<file path="src/rtl/maze_grid_renderer.sv">
// maze_grid_renderer
//
// Maze-map store and pixel colouriser between the radio packet receiver and
// VGA_DRIVER. It holds a GRID_W x GRID_H array of 3-bit cell codes, which are
// updated by packets over a valid/ready handshake. It maps each pixel
// coordinate to a tile colour through a 2-stage pipeline. Only one "current"
// cell (code 6) exists at a time. Moving it demotes the old one to "visited".
//
// State table (update FSM):
//   state      | meaning
//   ST_IDLE    | ready for a packet; single-cycle writes and rejects happen here
//   ST_DEMOTE  | writing code 1 over the previous current cell
//   ST_COMMIT  | writing code 6 to the latched cell and moving the pointer
//
// Ports:
//   CLOCK        pixel clock (25 MHz), single domain
//   RESET        asynchronous, active-high
//   UPD_VALID    update packet present
//   UPD_READY    packet accepted on this edge when UPD_VALID is also high
//   UPD_X/Y      target cell column / row
//   UPD_CODE     cell code (7 is reserved and rejected)
//   PIXEL_X/Y    pixel coordinate from VGA_DRIVER
//   PIXEL_COLOR  RRRGGGBB, 2 cycles after its coordinate
//   FRAME_DONE   one-cycle pulse aligned with the colour of the last grid pixel
//   DROP_COUNT   saturating count of rejected packets
`timescale 1ns/1ps

module maze_grid_renderer #(
  parameter int GRID_W     = 4,
  parameter int GRID_H     = 5,
  parameter int X_BITS     = 2,
  parameter int Y_BITS     = 3,
  parameter int TILE_LOG2  = 6,
  parameter int GRID_LINES = 1
) (
  input  logic              CLOCK,
  input  logic              RESET,
  input  logic              UPD_VALID,
  output logic              UPD_READY,
  input  logic [X_BITS-1:0] UPD_X,
  input  logic [Y_BITS-1:0] UPD_Y,
  input  logic [2:0]        UPD_CODE,
  input  logic [9:0]        PIXEL_X,
  input  logic [9:0]        PIXEL_Y,
  output logic [7:0]        PIXEL_COLOR,
  output logic              FRAME_DONE,
  output logic [7:0]        DROP_COUNT
);

  localparam int N_CELLS = GRID_W * GRID_H;
  localparam int IDX_W   = (N_CELLS > 1) ? $clog2(N_CELLS) : 1;

  // One extra bit so a grid dimension of exactly 2^BITS still compares correctly.
  localparam logic [X_BITS:0] GRID_W_X = (X_BITS+1)'(GRID_W);
  localparam logic [Y_BITS:0] GRID_H_Y = (Y_BITS+1)'(GRID_H);

  localparam logic [9:0] GRID_W_T   = 10'(GRID_W);
  localparam logic [9:0] GRID_H_T   = 10'(GRID_H);
  localparam logic [9:0] LOCAL_MASK = 10'((1 << TILE_LOG2) - 1);
  localparam logic [9:0] LAST_X     = 10'(GRID_W * (1 << TILE_LOG2) - 1);
  localparam logic [9:0] LAST_Y     = 10'(GRID_H * (1 << TILE_LOG2) - 1);

  localparam logic [2:0] CODE_VISITED  = 3'd1;
  localparam logic [2:0] CODE_CURRENT  = 3'd6;
  localparam logic [2:0] CODE_RESERVED = 3'd7;

  typedef enum logic [1:0] {
    ST_IDLE   = 2'd0,
    ST_DEMOTE = 2'd1,
    ST_COMMIT = 2'd2
  } state_t;

  state_t           state;
  logic [2:0]       cells [N_CELLS];
  logic             ptr_valid;
  logic [IDX_W-1:0] ptr_idx;
  logic [IDX_W-1:0] latch_idx;
  logic [7:0]       drop_cnt;
  logic             upd_ready_q;

  logic             pkt_accept;
  logic             pkt_bad;
  logic [IDX_W-1:0] pkt_idx;

  assign UPD_READY  = upd_ready_q;
  assign DROP_COUNT = drop_cnt;

  assign pkt_accept = UPD_VALID & upd_ready_q;
  assign pkt_bad    = ({1'b0, UPD_X} >= GRID_W_X) |
                      ({1'b0, UPD_Y} >= GRID_H_Y) |
                      (UPD_CODE == CODE_RESERVED);
  // Only meaningful for in-range packets; rejected packets never use it.
  assign pkt_idx    = IDX_W'(UPD_Y) * IDX_W'(GRID_W) + IDX_W'(UPD_X);

  // ---------------------------------------------------------------------------
  // Update FSM and grid storage
  // ---------------------------------------------------------------------------
  always_ff @(posedge CLOCK or posedge RESET) begin
    if (RESET) begin
      state       <= ST_IDLE;
      upd_ready_q <= 1'b1;
      ptr_valid   <= 1'b0;
      ptr_idx     <= '0;
      latch_idx   <= '0;
      drop_cnt    <= 8'd0;
      for (int i = 0; i < N_CELLS; i++) begin
        cells[i] <= 3'd0;
      end
    end else begin
      case (state)
        ST_IDLE: begin
          if (pkt_accept) begin
            if (pkt_bad) begin
              if (drop_cnt != 8'hFF) begin
                drop_cnt <= drop_cnt + 8'd1;
              end
            end else if (UPD_CODE != CODE_CURRENT) begin
              cells[pkt_idx] <= UPD_CODE;
              // Overwriting the current cell leaves no current cell behind.
              if (ptr_valid && (ptr_idx == pkt_idx)) begin
                ptr_valid <= 1'b0;
              end
            end else if (ptr_valid && (ptr_idx != pkt_idx)) begin
              latch_idx   <= pkt_idx;
              state       <= ST_DEMOTE;
              upd_ready_q <= 1'b0;
            end else begin
              cells[pkt_idx] <= CODE_CURRENT;
              ptr_idx        <= pkt_idx;
              ptr_valid      <= 1'b1;
            end
          end
        end
        ST_DEMOTE: begin
          cells[ptr_idx] <= CODE_VISITED;
          state          <= ST_COMMIT;
        end
        ST_COMMIT: begin
          cells[latch_idx] <= CODE_CURRENT;
          ptr_idx          <= latch_idx;
          ptr_valid        <= 1'b1;
          state            <= ST_IDLE;
          upd_ready_q      <= 1'b1;
        end
        default: begin
          state       <= ST_IDLE;
          upd_ready_q <= 1'b1;
        end
      endcase
    end
  end

  // ---------------------------------------------------------------------------
  // Render pipeline
  // ---------------------------------------------------------------------------
  function automatic logic [7:0] code_color(input logic [2:0] code);
    logic [7:0] c;
    case (code)
      3'd0:    c = 8'hFF;
      3'd1:    c = 8'hFC;
      3'd2:    c = 8'h3F;
      3'd3:    c = 8'hE0;
      3'd4:    c = 8'h1C;
      3'd5:    c = 8'h03;
      3'd6:    c = 8'hEC;
      default: c = 8'h00;
    endcase
    return c;
  endfunction

  logic [9:0]       tile_col;
  logic [9:0]       tile_row;
  logic             in_grid;
  logic             on_line;
  logic             at_last;
  logic [IDX_W-1:0] pix_idx;

  assign tile_col = PIXEL_X >> TILE_LOG2;
  assign tile_row = PIXEL_Y >> TILE_LOG2;
  assign in_grid  = (tile_col < GRID_W_T) && (tile_row < GRID_H_T);
  assign on_line  = (GRID_LINES != 0) &&
                    (((PIXEL_X & LOCAL_MASK) == 10'd0) || ((PIXEL_Y & LOCAL_MASK) == 10'd0));
  assign at_last  = (PIXEL_X == LAST_X) && (PIXEL_Y == LAST_Y);
  assign pix_idx  = IDX_W'(tile_row) * IDX_W'(GRID_W) + IDX_W'(tile_col);

  logic             s1_in_grid;
  logic             s1_line;
  logic             s1_frame;
  logic [IDX_W-1:0] s1_idx;
  logic             prev_at_last;

  always_ff @(posedge CLOCK or posedge RESET) begin
    if (RESET) begin
      s1_in_grid   <= 1'b0;
      s1_line      <= 1'b0;
      s1_frame     <= 1'b0;
      s1_idx       <= '0;
      prev_at_last <= 1'b0;
      PIXEL_COLOR  <= 8'h00;
      FRAME_DONE   <= 1'b0;
    end else begin
      s1_in_grid   <= in_grid;
      s1_line      <= on_line;
      // Out-of-grid tiles park at index 0 so the lookup never leaves the array.
      s1_idx       <= in_grid ? pix_idx : '0;
      // Only the first cycle on the last pixel counts, so a stalled driver
      // holding the coordinate still yields a single pulse.
      s1_frame     <= at_last & ~prev_at_last;
      prev_at_last <= at_last;

      // Cell read happens here, so a write on this same edge renders old data.
      if (!s1_in_grid) begin
        PIXEL_COLOR <= 8'h00;
      end else if (s1_line) begin
        PIXEL_COLOR <= 8'h49;
      end else begin
        PIXEL_COLOR <= code_color(cells[s1_idx]);
      end
      FRAME_DONE <= s1_frame;
    end
  end

endmodule
</file>
<file path="config.mk">
export PLATFORM = sky130hd
export DESIGN_NAME = maze_grid_renderer
export DESIGN_NICKNAME = d
export VERILOG_FILES = /design/src/rtl/maze_grid_renderer.sv
export SDC_FILE = /design/constraint.sdc
export NUM_CORES = 1
export LEC_CHECK = 0
export ABC_CLOCK_PERIOD_IN_PS = 3400
export CAP_MARGIN = 20
export CORE_MARGIN = 2
export CORE_UTILIZATION = 60
export DETAILED_ROUTE_END_ITERATION = 7
export DONT_BUFFER_PORTS = 1
export HOLD_SLACK_MARGIN = 0.12
export PLACE_DENSITY_LB_ADDON = 0.25
export SYNTH_ARGS = -nofsm -noshare
export SYNTH_HDL_FRONTEND = slang
export SYNTH_SLANG_ARGS = --single-unit
</file>
<file path="constraint.sdc">
create_clock -name CLOCK -period 3.4 [get_ports CLOCK]
set_clock_uncertainty 0.1 [all_clocks]
set_input_delay 0.34 -clock CLOCK [delete_from_list [all_inputs] [get_ports CLOCK]]
set_output_delay 0.34 -clock CLOCK [all_outputs]
set_load 0.02 [all_outputs]
</file>
==> out/results.ini <==
[cts]
clkSlewWorstSetupHoldPaths_ns = 0.07
clock_latency_ns = 0.37
cts_buffers = 9
htreeDepth = 3
cts_hold_buf = 14
root_buffer = clkbuf_16
cts_buffer_depth = 2
post_cts_buffers = 0
cts_sinks = 100
tritoncts = yes
cts_resized = 0

[placed_design]
hpwl_mm = 18.00
portBuffers = 0
gp_congestion = 1.046
dp_slack_ns = 0.7622

[logic_synthesis]
postSynthAreaPerCell_um2 = 8.255
synth_nets = 905
ys_ff_latch = 100
synth_ff_type = dfrtp_1
synth_edf_count = 0
async_flop_share_pct = 100.0
yosysWarnings = 0
synthCells = 867
synth_area_um2 = 7157
ys_seq_area_share_pct = 34.98
yosysUniqueCellTypes = 70

[routing]
drc = 6
ant_nets = 0
via_per_inst = 7.413
wl_per_cell_um = 25.09
drt-total-wl_mm = 24.99
dr.pass1.iters = 8
dr_total_vias = 7383
drt_iter0_drc = 1191

[power]
powerDensity_nw_per_um2 = 845.2
cellLeakagePower_nw = 3.008
irDropWorstVdd_v = 0.0008076

[floorplan]
core_um2 = 11520
ioPinCount = 49
rows = 39
die_w_um = 113.2
die_area_um2 = 12820
die_h_um = 113.2
start_util_pct = 62.15

[worst_setup_path]
cp_top_family = simple AND/OR/NAND/NOR gates
start_kind = flop
critPathMaxFanout = 24
cp.arrival_ns = 2.86
worst-setup-path-type = reg -> reg
slowest_stage = dfrtp_1
cp_num_buf_inv = 1
crit_chain = buf_4 -> mux2i_1 -> nand2_1 -> nand4_1 -> nand3_1 -> or2_2 -> a31oi_1
crit_path_end_kind = flop
cp_slowest_stage_delay_ns = 0.53
r2r_start = s1_idx[1]
worstPathRequired_ns = 3.58
crit_start = s1_idx[1]

[finish]
drive_gt1_share_pct = 8.803
syn_to_final_growth_pct = 7.045
nets = 885
num-fill-cells = 951

[global_routing]
track_usage_pct = 39.60
grt_overflow = 0
grt_pass1_vias = 6967
antenna_found_initial = 1
grt_max_degree = 52
grt_pass1_wl_mm = 39.13

[timing]
layout_setup_ws_ns = 0.7207
finalCritPeriodShare_pct = 78.80
setup_tns_ns = 0
rsz0062_at_grt = false
max_slew_margin_pct = 37.05
clock.fmax_ghz = 0.3732
setup_viol = 0
slew_violations = 0
hold_viol_final = 0
tightest_slew_ns = 0.9371
final.min_clock_period_ns = 2.679

[run]
max_cap_viol_count = 0

[hold_path]
min_path_type = in -> reg
timing.hold.worst.start = PIXEL_Y[9]

[run_status]
violations = design-rule violations
outcome = complete, but fails checks

==> synth_stat cells (16+ instances only) <==
master	instances	area, um^2
a21oi_1	81	405.4
a31oi_1	27	168.9
and2_1	18	112.6
buf_2	18	90.09
clkbuf_1	46	172.7
dfrtp_1	99	2477
mux2_2	18	202.7
mux2i_1	28	280.3
nand2_1	74	277.8
nand3_1	43	215.2
nor2_1	65	244.0
nor2b_1	16	100.1
nor3_1	23	115.1
o21ai_0	77	385.4
o22ai_1	18	112.6
o32a_1	17	170.2
==> worst paths after layout <==
path | endpoint | slack, ns | cells after the start
min in group asynchronous | DROP_COUNT[3] | 0.47 | 2
min | s1_in_grid | 0.14 | 2
max in group asynchronous | UPD_READY | 1.89 | 3
min reg2reg | FRAME_DONE | 0.27 | 0
max reg2reg | PIXEL_COLOR[0] | 0.72 | 7
max | PIXEL_COLOR[0] | 0.72 | 7
==> per-stage QoR <==
step	util [%]	instances	area (um^2)	hold WS, ns	total power (W)
detailed placement	62.61	965	7211	0.2403	0.005188
floorplan	-	867	7157	0.2312	0.004130
finish	66.53	996	7661	0.1424	0.006475
global placement	62.61	965	7211	0.2433	0.005071
CTS	66.50	995	7659	0.1279	0.006279
global route	66.50	995	7659	0.1313	0.006735
==> layout make-up <==
class / instances / area (um^2) / area share, %
Inverter: 11 / 43.79 / 0.5716
Tap cell: 143 / 178.9 / 2.335
Multi-Input combinational cell: 690 / 4327 / 56.48
Clock inverter: 7 / 82.58 / 1.078
Antenna cell: 1 / 2.502 / 0.03266
Clock buffer: 9 / 225.2 / 2.940
Sequential cell: 100 / 2504 / 32.68
Timing Repair Buffer: 35 / 297.8 / 3.887
==> routing by layer <==
metal | global-route usage, % | vias to the layer above | share of wire (%)
met5 | 0 | - | 0
met4 | 14.96 | 0 | 3.4
li1 | - | 3191 | -
met2 | 59.32 | 572 | 45
met3 | 11.19 | 79 | 13
met1 | 54.79 | 3541 | 39
==> cell usage in the layout, fill, tap and decap left out, drive strengths merged, types with 4 or more instances in the layout <==
cell,netlist,final
dfrtp,99,99
a21oi,81,81
o21ai,78,78
nand2,74,74
nor2,66,66
nand3,43,43
mux2i,28,28
a31oi,28,28
nor3,24,24
buf,20,21
and2,20,20
mux2,18,18
o22ai,18,18
o32a,17,17
nor2b,16,16
o211ai,14,14
dlygate4sd3,0,14
a22o,13,13
nand2b,12,12
nor3b,12,12
inv,10,12
nand4,11,11
or3,9,9
clkbuf,46,9
xor2,8,8
o21a,8,8
a22oi,8,8
ha,6,6
and3,5,5
xnor2,5,5
or3b,5,5
and3b,4,4
a211oi,4,4
o31ai,4,4
a41oi,4,4
nand3b,4,4
==> power by group <==
group | total (W) | switching [W] | internal (W) | leakage, nW
combinational | 0.00350 | 0.00240 | 0.00109 | 1.51
sequential | 0.00188 | 0.000435 | 0.00145 | 1.35
clock | 0.00110 | 0.000514 | 0.000582 | 0.144
total | 0.00648 | 0.00335 | 0.00312 | 3.01
==> cells by family (layout without fill, tap and decap cells) <==
| group | after synthesis | in the layout | share of synthesized area [%] |
|---|---|---|---|
| other | 0 | 1 | 0 |
| XOR/XNOR | 13 | 13 | 1.591 |
| adder cells (fa/ha/maj) | 7 | 7 | 1.329 |
| multiplexers | 49 | 49 | 7.692 |
| flip-flops | 100 | 100 | 34.98 |
| AO/OA/AOI/OAI | 305 | 305 | 27.29 |
| AND/OR/NAND/NOR | 316 | 316 | 22.55 |
| buffers and inverters | 77 | 62 | 4.563 |
Power figures use the tool's default switching activity.
